## src/rtl/multi_chan_countdown_timer_if.sv

```systemverilog
// multi_chan_countdown_timer_if: host-side configuration and status bundle for the countdown timer block
interface multi_chan_countdown_timer_if #(
  parameter int WIDTH = 32,
  parameter int NCH   = 4,
  parameter int PRE_W = 8,
  parameter int CH_W  = 2
);
  logic                 cfg_we;
  logic [CH_W-1:0]      cfg_ch;
  logic [WIDTH-1:0]     cfg_load;
  logic                 cfg_periodic;
  logic                 cfg_enable;
  logic [PRE_W-1:0]     prescale;
  logic [NCH-1:0]       irq_clr;
  logic [NCH*WIDTH-1:0] count_flat;
  logic [NCH-1:0]       busy;
  logic [NCH-1:0]       expired;
  logic                 irq;
  modport master (
    output cfg_we, cfg_ch, cfg_load, cfg_periodic, cfg_enable, prescale, irq_clr,
    input  count_flat, busy, expired, irq
  );
  modport slave (
    input  cfg_we, cfg_ch, cfg_load, cfg_periodic, cfg_enable, prescale, irq_clr,
    output count_flat, busy, expired, irq
  );
endinterface

```

## src/rtl/multi_chan_countdown_timer.sv

```systemverilog
// multi_chan_countdown_timer: NCH down-counters on a shared prescaled tick, one-shot or auto-reload, sticky expiry flags
module multi_chan_countdown_timer #(
  parameter int WIDTH = 32,
  parameter int NCH   = 4,
  parameter int PRE_W = 8,
  parameter int CH_W  = 2
) (
  input logic clk,
  input logic nreset,
  multi_chan_countdown_timer_if.slave bus
);
  typedef enum logic {IDLE, RUN} state_t;
  logic [PRE_W-1:0] pre_cnt;
  logic tick;
  logic [NCH-1:0] busy_v, exp_v;
  logic [NCH-1:0][WIDTH-1:0] cnt_v;
  // >= rather than == so lowering prescale mid-period ticks at once instead of wrapping
  assign tick = pre_cnt >= bus.prescale;
  always_ff @(posedge clk or negedge nreset)
    if (!nreset) pre_cnt <= '0;
    else pre_cnt <= tick ? '0 : pre_cnt + PRE_W'(1);
  for (genvar i = 0; i < NCH; i++) begin : g_ch
    state_t state_q, state_d;
    logic [WIDTH-1:0] count_q, count_d, reload_q, reload_d;
    logic per_q, per_d, exp_q, exp_d, sel;
    assign sel = bus.cfg_we && bus.cfg_ch == CH_W'(i);
    always_ff @(posedge clk or negedge nreset)
      if (!nreset) begin
        state_q  <= IDLE;
        count_q  <= '0;
        reload_q <= '0;
        per_q    <= 1'b0;
        exp_q    <= 1'b0;
      end else begin
        state_q  <= state_d;
        count_q  <= count_d;
        reload_q <= reload_d;
        per_q    <= per_d;
        exp_q    <= exp_d;
      end
    // clear applied first so any set below wins on the same edge
    always_comb begin
      state_d  = state_q;
      count_d  = count_q;
      reload_d = reload_q;
      per_d    = per_q;
      exp_d    = exp_q & ~bus.irq_clr[i];
      if (sel) begin
        count_d  = bus.cfg_load;
        reload_d = bus.cfg_load;
        per_d    = bus.cfg_periodic;
        state_d  = (bus.cfg_enable && bus.cfg_load != '0) ? RUN : IDLE;
        if (bus.cfg_enable && bus.cfg_load == '0) exp_d = 1'b1;
      end else if (state_q == RUN && tick) begin
        if (count_q > WIDTH'(1)) count_d = count_q - WIDTH'(1);
        else begin
          exp_d   = 1'b1;
          count_d = per_q ? reload_q : '0;
          state_d = per_q ? RUN : IDLE;
        end
      end
    end
    assign busy_v[i] = state_q == RUN;
    assign exp_v[i]  = exp_q;
    assign cnt_v[i]  = count_q;
  end
  assign bus.count_flat = cnt_v;
  assign bus.busy       = busy_v;
  assign bus.expired    = exp_v;
  assign bus.irq        = |exp_v;
endmodule

```

## src/flat_wrapper.sv

```systemverilog
// flat-port wrapper written by rule: the top's interface ports become plain ports
module multi_chan_countdown_timer_flat 
#(
  parameter int WIDTH = 32,
  parameter int NCH   = 4,
  parameter int PRE_W = 8,
  parameter int CH_W  = 2
)
  (clk, nreset, bus_cfg_we, bus_cfg_ch, bus_cfg_load, bus_cfg_periodic, bus_cfg_enable, bus_prescale, bus_irq_clr, bus_count_flat, bus_busy, bus_expired, bus_irq);
  multi_chan_countdown_timer_if #(.WIDTH(WIDTH), .NCH(NCH), .PRE_W(PRE_W), .CH_W(CH_W)) bus_i ();
  input logic clk;
  input logic nreset;
  input wire logic [$bits(bus_i.cfg_we)-1:0] bus_cfg_we;
  input wire logic [$bits(bus_i.cfg_ch)-1:0] bus_cfg_ch;
  input wire logic [$bits(bus_i.cfg_load)-1:0] bus_cfg_load;
  input wire logic [$bits(bus_i.cfg_periodic)-1:0] bus_cfg_periodic;
  input wire logic [$bits(bus_i.cfg_enable)-1:0] bus_cfg_enable;
  input wire logic [$bits(bus_i.prescale)-1:0] bus_prescale;
  input wire logic [$bits(bus_i.irq_clr)-1:0] bus_irq_clr;
  output wire logic [$bits(bus_i.count_flat)-1:0] bus_count_flat;
  output wire logic [$bits(bus_i.busy)-1:0] bus_busy;
  output wire logic [$bits(bus_i.expired)-1:0] bus_expired;
  output wire logic [$bits(bus_i.irq)-1:0] bus_irq;
  assign bus_i.cfg_we = bus_cfg_we;
  assign bus_i.cfg_ch = bus_cfg_ch;
  assign bus_i.cfg_load = bus_cfg_load;
  assign bus_i.cfg_periodic = bus_cfg_periodic;
  assign bus_i.cfg_enable = bus_cfg_enable;
  assign bus_i.prescale = bus_prescale;
  assign bus_i.irq_clr = bus_irq_clr;
  assign bus_count_flat = bus_i.count_flat;
  assign bus_busy = bus_i.busy;
  assign bus_expired = bus_i.expired;
  assign bus_irq = bus_i.irq;
  multi_chan_countdown_timer #(.WIDTH(WIDTH), .NCH(NCH), .PRE_W(PRE_W), .CH_W(CH_W)) u_core (.clk(clk), .nreset(nreset), .bus(bus_i));
endmodule
```

## config.mk

```make
export PLATFORM = sky130hd
export DESIGN_NAME = multi_chan_countdown_timer_flat
export DESIGN_NICKNAME = d
export VERILOG_FILES = /design/src/rtl/multi_chan_countdown_timer_if.sv /design/src/rtl/multi_chan_countdown_timer.sv /design/src/flat_wrapper.sv
export SDC_FILE = /design/constraint.sdc
export NUM_CORES = 1
export LEC_CHECK = 0
export BUFFER_PORTS_ARGS = -buffer_cell sky130_fd_sc_hd__buf_2
export CORE_UTILIZATION = 46
export CTS_BUF_LIST = sky130_fd_sc_hd__clkbuf_16
export DETAILED_ROUTE_END_ITERATION = 12
export GPL_ROUTABILITY_DRIVEN = 0
export HOLD_SLACK_MARGIN = 0.03
export PLACE_DENSITY_LB_ADDON = 0.08
export SYNTH_ARGS = -nofsm -noshare
export SYNTH_HDL_FRONTEND = slang
export SYNTH_SLANG_ARGS = --single-unit
```

## constraint.sdc

```tcl
create_clock -name clk -period 3.27 [get_ports clk]
set_input_delay 0.654 -clock clk [delete_from_list [all_inputs] [get_ports clk]]
set_output_delay 0.654 -clock clk [all_outputs]
set_load 0.01 [all_outputs]
```

Word-level counts from Yosys, hierarchy flattened
Index checks and enable logic that the tools add are counted.
- register bits: 276
- latch bits: 0
- memory bits (writable): 0
- bits in read-only memories: 0
- input bits: 51
- output and inout bits: 137
- word-level logic and storage cells: 118
- memories: 0
- $add $sub $neg: 5
- $mul: 0
- div/mod/pow operators: 0
- magnitude comparators: 5
- equality and inequality tests: 7
- shift-type cells: 0
- mux-type cells: 50
- bitwise operators: 8
- reductions and logical operators: 22
- operator list (cell ; count):
    $mux W32 ; 16
    $gt A32 B1 Y1 const B ; 4
    $sub A32 B1 Y32 const B ; 4
    $mux W1 ; 33
    $logic_not A32 Y1 ; 1
    $reduce_bool A32 Y1 ; 1
    $logic_and A1 B1 Y1 ; 10
    $add A8 B1 Y8 const B ; 1
    $ge A8 B8 Y1 ; 1
    $mux W8 ; 1
    $ne A2 B1 Y1 const B ; 4
    $reduce_and A2 Y1 ; 4
    $reduce_bool A2 Y1 ; 4
    $and A1 B1 Y1 ; 4
    $eq A2 B2 Y1 const B ; 2
    $not A1 Y1 ; 4
    $reduce_or A4 Y1 ; 1
    $eq A2 B1 Y1 const B ; 1
    $logic_not A2 Y1 ; 1

Logic depth before layout (Yosys ltp)
- word-level depth: 5
- gate-level depth with buffers: 11
- depth with buffers taken out: 8

Least setup slack after synthesis
No wires, ideal clock.
- kind: register to register
- from: register u_core.g_ch[3].count_q[0]
- to: register u_core.g_ch[3].count_q[22]
- library setup time: 133 ps
- data arrival time: 2828 ps
- required time: 3137 ps
- path slack: 309 ps
- cell stages (with the launch flop): 10
- path buffers: 1
- period minus slack after synthesis: 2961 ps
- cell sequence: dfrtp_1 inv_1 ha_1 or4b_2 or3_1 clkbuf_1 or2_2 or4_1 a21oi_1 o22ai_1
- word-level cells in the longest chain between the ends: 4
- elaborated cells on any way between the ends: 5
- those cells by class: add/sub: 1; order compare: 1; mux: 3
- RTL lines (what ; RTL line ; RTL):
    from (decl) ; multi_chan_countdown_timer.sv:24 ; logic [WIDTH-1:0] count_q, count_d, reload_q, reload_d;
    from (signal assigned) ; multi_chan_countdown_timer.sv:36 ; count_q <= count_d;
    $sub A32 B1 Y32 or $gt A32 B1 Y1 (tied branches) ; multi_chan_countdown_timer.sv:55 ; if (count_q > WIDTH'(1)) count_d = count_q - WIDTH'(1);
    $mux W32 (*) ; multi_chan_countdown_timer.sv:55 ;
    $mux W32 (*) ; multi_chan_countdown_timer.sv:54 ; end else if (state_q == RUN && tick) begin
    $mux W32 (*) ; multi_chan_countdown_timer.sv:48 ; if (sel) begin
Mark *: on every way between the ends. The rest lies on a longest branch, timed or not. The select of a mux whose other input is x is not followed.
A chain may end at the register's enable or synchronous reset.

Worst setup path after layout
Same ends and word-level chain as after synthesis.

==> results.cfg <==
[clocking]
clkSinkCount = 276
ctsResizeCount = 0
path_clk_slew_ps = 60
max-clock-path-buffers = 3
cts_setup_buffers = 0
cts_tree = built
ctsHoldBuffers = 0
clock_latency_ps = 520
root_buffer = clkbuf_16
cts_made_buffers = 34
ctsHtreeMaxLevel = 2

[placed_design]
post-dp-hpwl_um = 38410
port-buffer-count = 187
dp.cells = 2472
dp_slack_ps = 182.3

[power_and_ir_drop]
combPwrFrac_pct = 25.2
power_frac_clock_pct = 32.5
p_switching_mw = 4.079
p_seq_share_pct = 42.3
power.share.switching_pct = 35.68
p_int_mw = 7.354
ir_worst_vdd_uv = 338.5
leakage_nw = 8.228
power.density_nw_per_um2 = 623.0

[synthesis]
synth_fp_nets = 1965
avgSynthCellArea_sq_um = 8.173
synth_area_leaders = dfrtp_1 (45%), nand2_1 (11%), o21ai_0 (4.3%), nor2_1 (3.4%), clkbuf_1 (2.9%)
synth_edf_count = 0
synth_cell_type_count = 77
yosysSeqAreaShare_pct = 44.54
ys_seq_elements = 276
yosys_warnings = 0
yosys.area.top_type = dfrtp_1
synth_ff_type = dfrtp_1
async_flop_share_pct = 100.0
yosysTopAreaCellShare_pct = 44.54
postSynthCellCount = 1897
syn_area_sq_um = 15500

[finish]
drive_gt1_share_pct = 17.33
multi_input_area_sq_um = 7958
final_core_util_pct = 55.84
final-seq-area_sq_um = 6907
stdcell_count = 2532
nFillCells = 3144
area_growth_pct = 18.37
fin_nets = 2134

[worst_setup_path]
worstPathRequired_ps = 3670
arrival_ps = 3530
critPathTopFamily = simple AND/OR/NAND/NOR gates
cp_max_fo = 6
crit_buf_inv = 1
cp_slowest_cell = or4b_2
path_cells = inv_1 -> ha_1 -> or4b_2 -> or3_1 -> or2_2 -> or4_1 -> a21oi_1 -> o22ai_1
crit_path_max_incr_delay_ps = 720
crit_type = flip-flop to flip-flop
critPathCaptureType = flip-flop
start_kind = flip-flop

[route]
viasPerCell = 6.284
firstDrtPassIters = 8
vias = 15910
drt_iter0_markers = 1608
drc = 0
drtAntennaViolNets = 0
wl_um = 57400
post_drt_wl_per_cell_um = 22.67

[floorplanning]
core_area_sq_um = 32870
io_pins = 188
die_h_um = 185.6
initial_core_util_pct = 47.18
placementRows = 66
die_area_sq_um = 34440
die_width_um = 185.6

[hold_path]
hp-class = input port to asynchronous set/reset pin

[run]
max_cap_viol_count = 0

[global_route]
antenna_found_initial = 3
grt_use_total_pct = 33.27
grt-ovfl-total = 0
grt_pass1_vias = 14791
grt_start_max_net_pins = 82
grt_pass1_wl_um = 87350

[timing]
finalSetupTns_ps = 0
finalCriticalPeriod_ps = 3125
worst_pin_slew_ps = 786.6
slew_headroom_pct = 47.56
rsz0062_at_grt = false
skew_ps = 20.33
hold_viol = 0
worst_hold_slack_ps = 54.57
period_share_pct = 95.58
setup_viol = 0
slew_violations = 0
fmax_mhz = 320.0
fin_ws_ps = 144.7

[run_status]
status = finished, final reports clean
[synthesized netlist by cell type, types with 6 or more instances]
| cell type | count |
|---|---|
| a311oi_1 | 10 |
| o2bb2ai_1 | 7 |
| and2_1 | 11 |
| o211ai_1 | 27 |
| nand4_1 | 22 |
| o311ai_0 | 6 |
| a32o_1 | 9 |
| dfrtp_1 | 276 |
| a21o_1 | 8 |
| o21ai_0 | 132 |
| nand2b_1 | 7 |
| and4_1 | 6 |
| a2bb2oi_1 | 6 |
| and3_1 | 29 |
| a31oi_1 | 47 |
| nand2_1 | 474 |
| a211oi_1 | 6 |
| nand3_1 | 39 |
| buf_2 | 6 |
| inv_1 | 23 |
| ha_1 | 17 |
| a21oi_1 | 82 |
| xnor2_1 | 6 |
| a221oi_1 | 14 |
| a32oi_1 | 19 |
| nor4_1 | 65 |
| o21a_1 | 12 |
| or4_1 | 16 |
| nor3_1 | 59 |
| o31ai_1 | 17 |
| buf_4 | 12 |
| clkbuf_1 | 119 |
| buf_1 | 10 |
| o22ai_1 | 9 |
| mux2i_1 | 8 |
| a22oi_1 | 25 |
| nor2_1 | 140 |
| o41ai_1 | 11 |
| or3_1 | 21 |
[layer usage]
| layer | routed length [um] | vias to the layer above | GRT usage, % |
|---|---|---|---|
| met5 | 10 | - | 0 |
| met4 | 2068 | 2 | 11.77 |
| met3 | 5840 | 129 | 6.868 |
| met2 | 24810 | 871 | 49.65 |
| met1 | 24670 | 7692 | 47.61 |
| li1 | - | 7216 | - |
[metrics by stage]
step / total power, mW / cell area [sq um]
after global placement: 7.645 / 17290
after CTS: 11.41 / 18350
final: 11.43 / 18350
after detailed placement: 7.711 / 17290
after global routing: 12.00 / 18350
after floorplan: 6.378 / 15500
[state kept, by name, indices dropped and copies added (netlist names)]
signal	flops
u_core.g_ch.exp_q	4
u_core.g_ch.count_q	128
u_core.g_ch.state_q	4
u_core.g_ch.per_q	4
u_core.pre_cnt	8
u_core.g_ch.reload_q	128
[worst reg2reg max path: stages, from the launching register on]
cell     delay, ps
dfrtp_1        440
inv_1          110
ha_1           260
or4b_2         720
or3_1          380
or2_2          360
or4_1          410
a21oi_1        220
o22ai_1        100
[worst paths after layout]
path	from	endpoint	slack [ps]	cells past startpoint
worst max-delay path	u_core.g_ch[3].count_q[0]$_DFFE_PN0P_	u_core.g_ch[3].count_q[22]$_DFFE_PN0P_	140	8
worst min-delay path	nreset	u_core.g_ch[0].count_q[23]$_DFFE_PN0P_	50	1
worst max register to register	u_core.g_ch[3].count_q[0]$_DFFE_PN0P_	u_core.g_ch[3].count_q[22]$_DFFE_PN0P_	140	8
worst min register to register	u_core.g_ch[2].reload_q[9]$_DFFE_PN0P_	u_core.g_ch[2].reload_q[9]$_DFFE_PN0P_	470	2
max in group asynchronous	nreset	u_core.g_ch[1].reload_q[4]$_DFFE_PN0P_	2370	2
min in group clk	bus_irq_clr[1]	u_core.g_ch[1].exp_q$_DFF_PN0_	390	2
[placed cells by master (no fill, tap or decap), drive strengths merged, types with 11 or more instances in the layout]
master / n
o41ai: 11
nor2: 141
nand4: 22
o31ai: 17
a221oi: 14
ha: 17
a21oi: 83
or4: 19
o21ai: 135
nor3: 61
nand2: 474
a32oi: 19
and3: 29
buf: 282
and2: 11
dfrtp: 276
a22oi: 25
or3: 21
clkbuf: 35
o21a: 12
nor4: 71
a31oi: 47
o211ai: 27
clkinv: 15
inv: 28
nand3: 39
[power by group through the flow]
stage	clock network [mW]	registers, mW	logic [mW]
2_1_floorplan	0	4.77	1.61
3_3_place_gp	0	4.84	2.80
3_5_place_dp	0	4.86	2.86
4_1_cts	3.74	4.81	2.87
5_1_grt	3.88	4.91	3.20
6_report	3.71	4.84	2.89
[cell type report]
class,instances,area share (%)
repair buffers,282,9.722
diodes,1,0.01364
clock inverters,24,1.016
well taps,442,3.013
inverters,23,0.4704
flip-flops and latches,276,37.63
clock buffers,35,4.772
multi-input cells,1449,43.36
[cells by family (layout without fill, tap and decap cells)]
| logic type | count (synthesis) | after routing | share of synthesized area, % |
|---|---|---|---|
| muxes | 8 | 8 | 0.5165 |
| DFF | 276 | 276 | 44.54 |
| and+or+nand+nor | 926 | 926 | 27.63 |
| buffers and inverters | 172 | 364 | 4.559 |
| other | 0 | 1 | 0 |
| AOI/OAI and AO/OA | 487 | 487 | 20.76 |
| xor gates and xnor gates | 11 | 11 | 0.6214 |
| adders and majority gates | 17 | 17 | 1.372 |
Note: power is estimated with default switching activity, not from simulation.
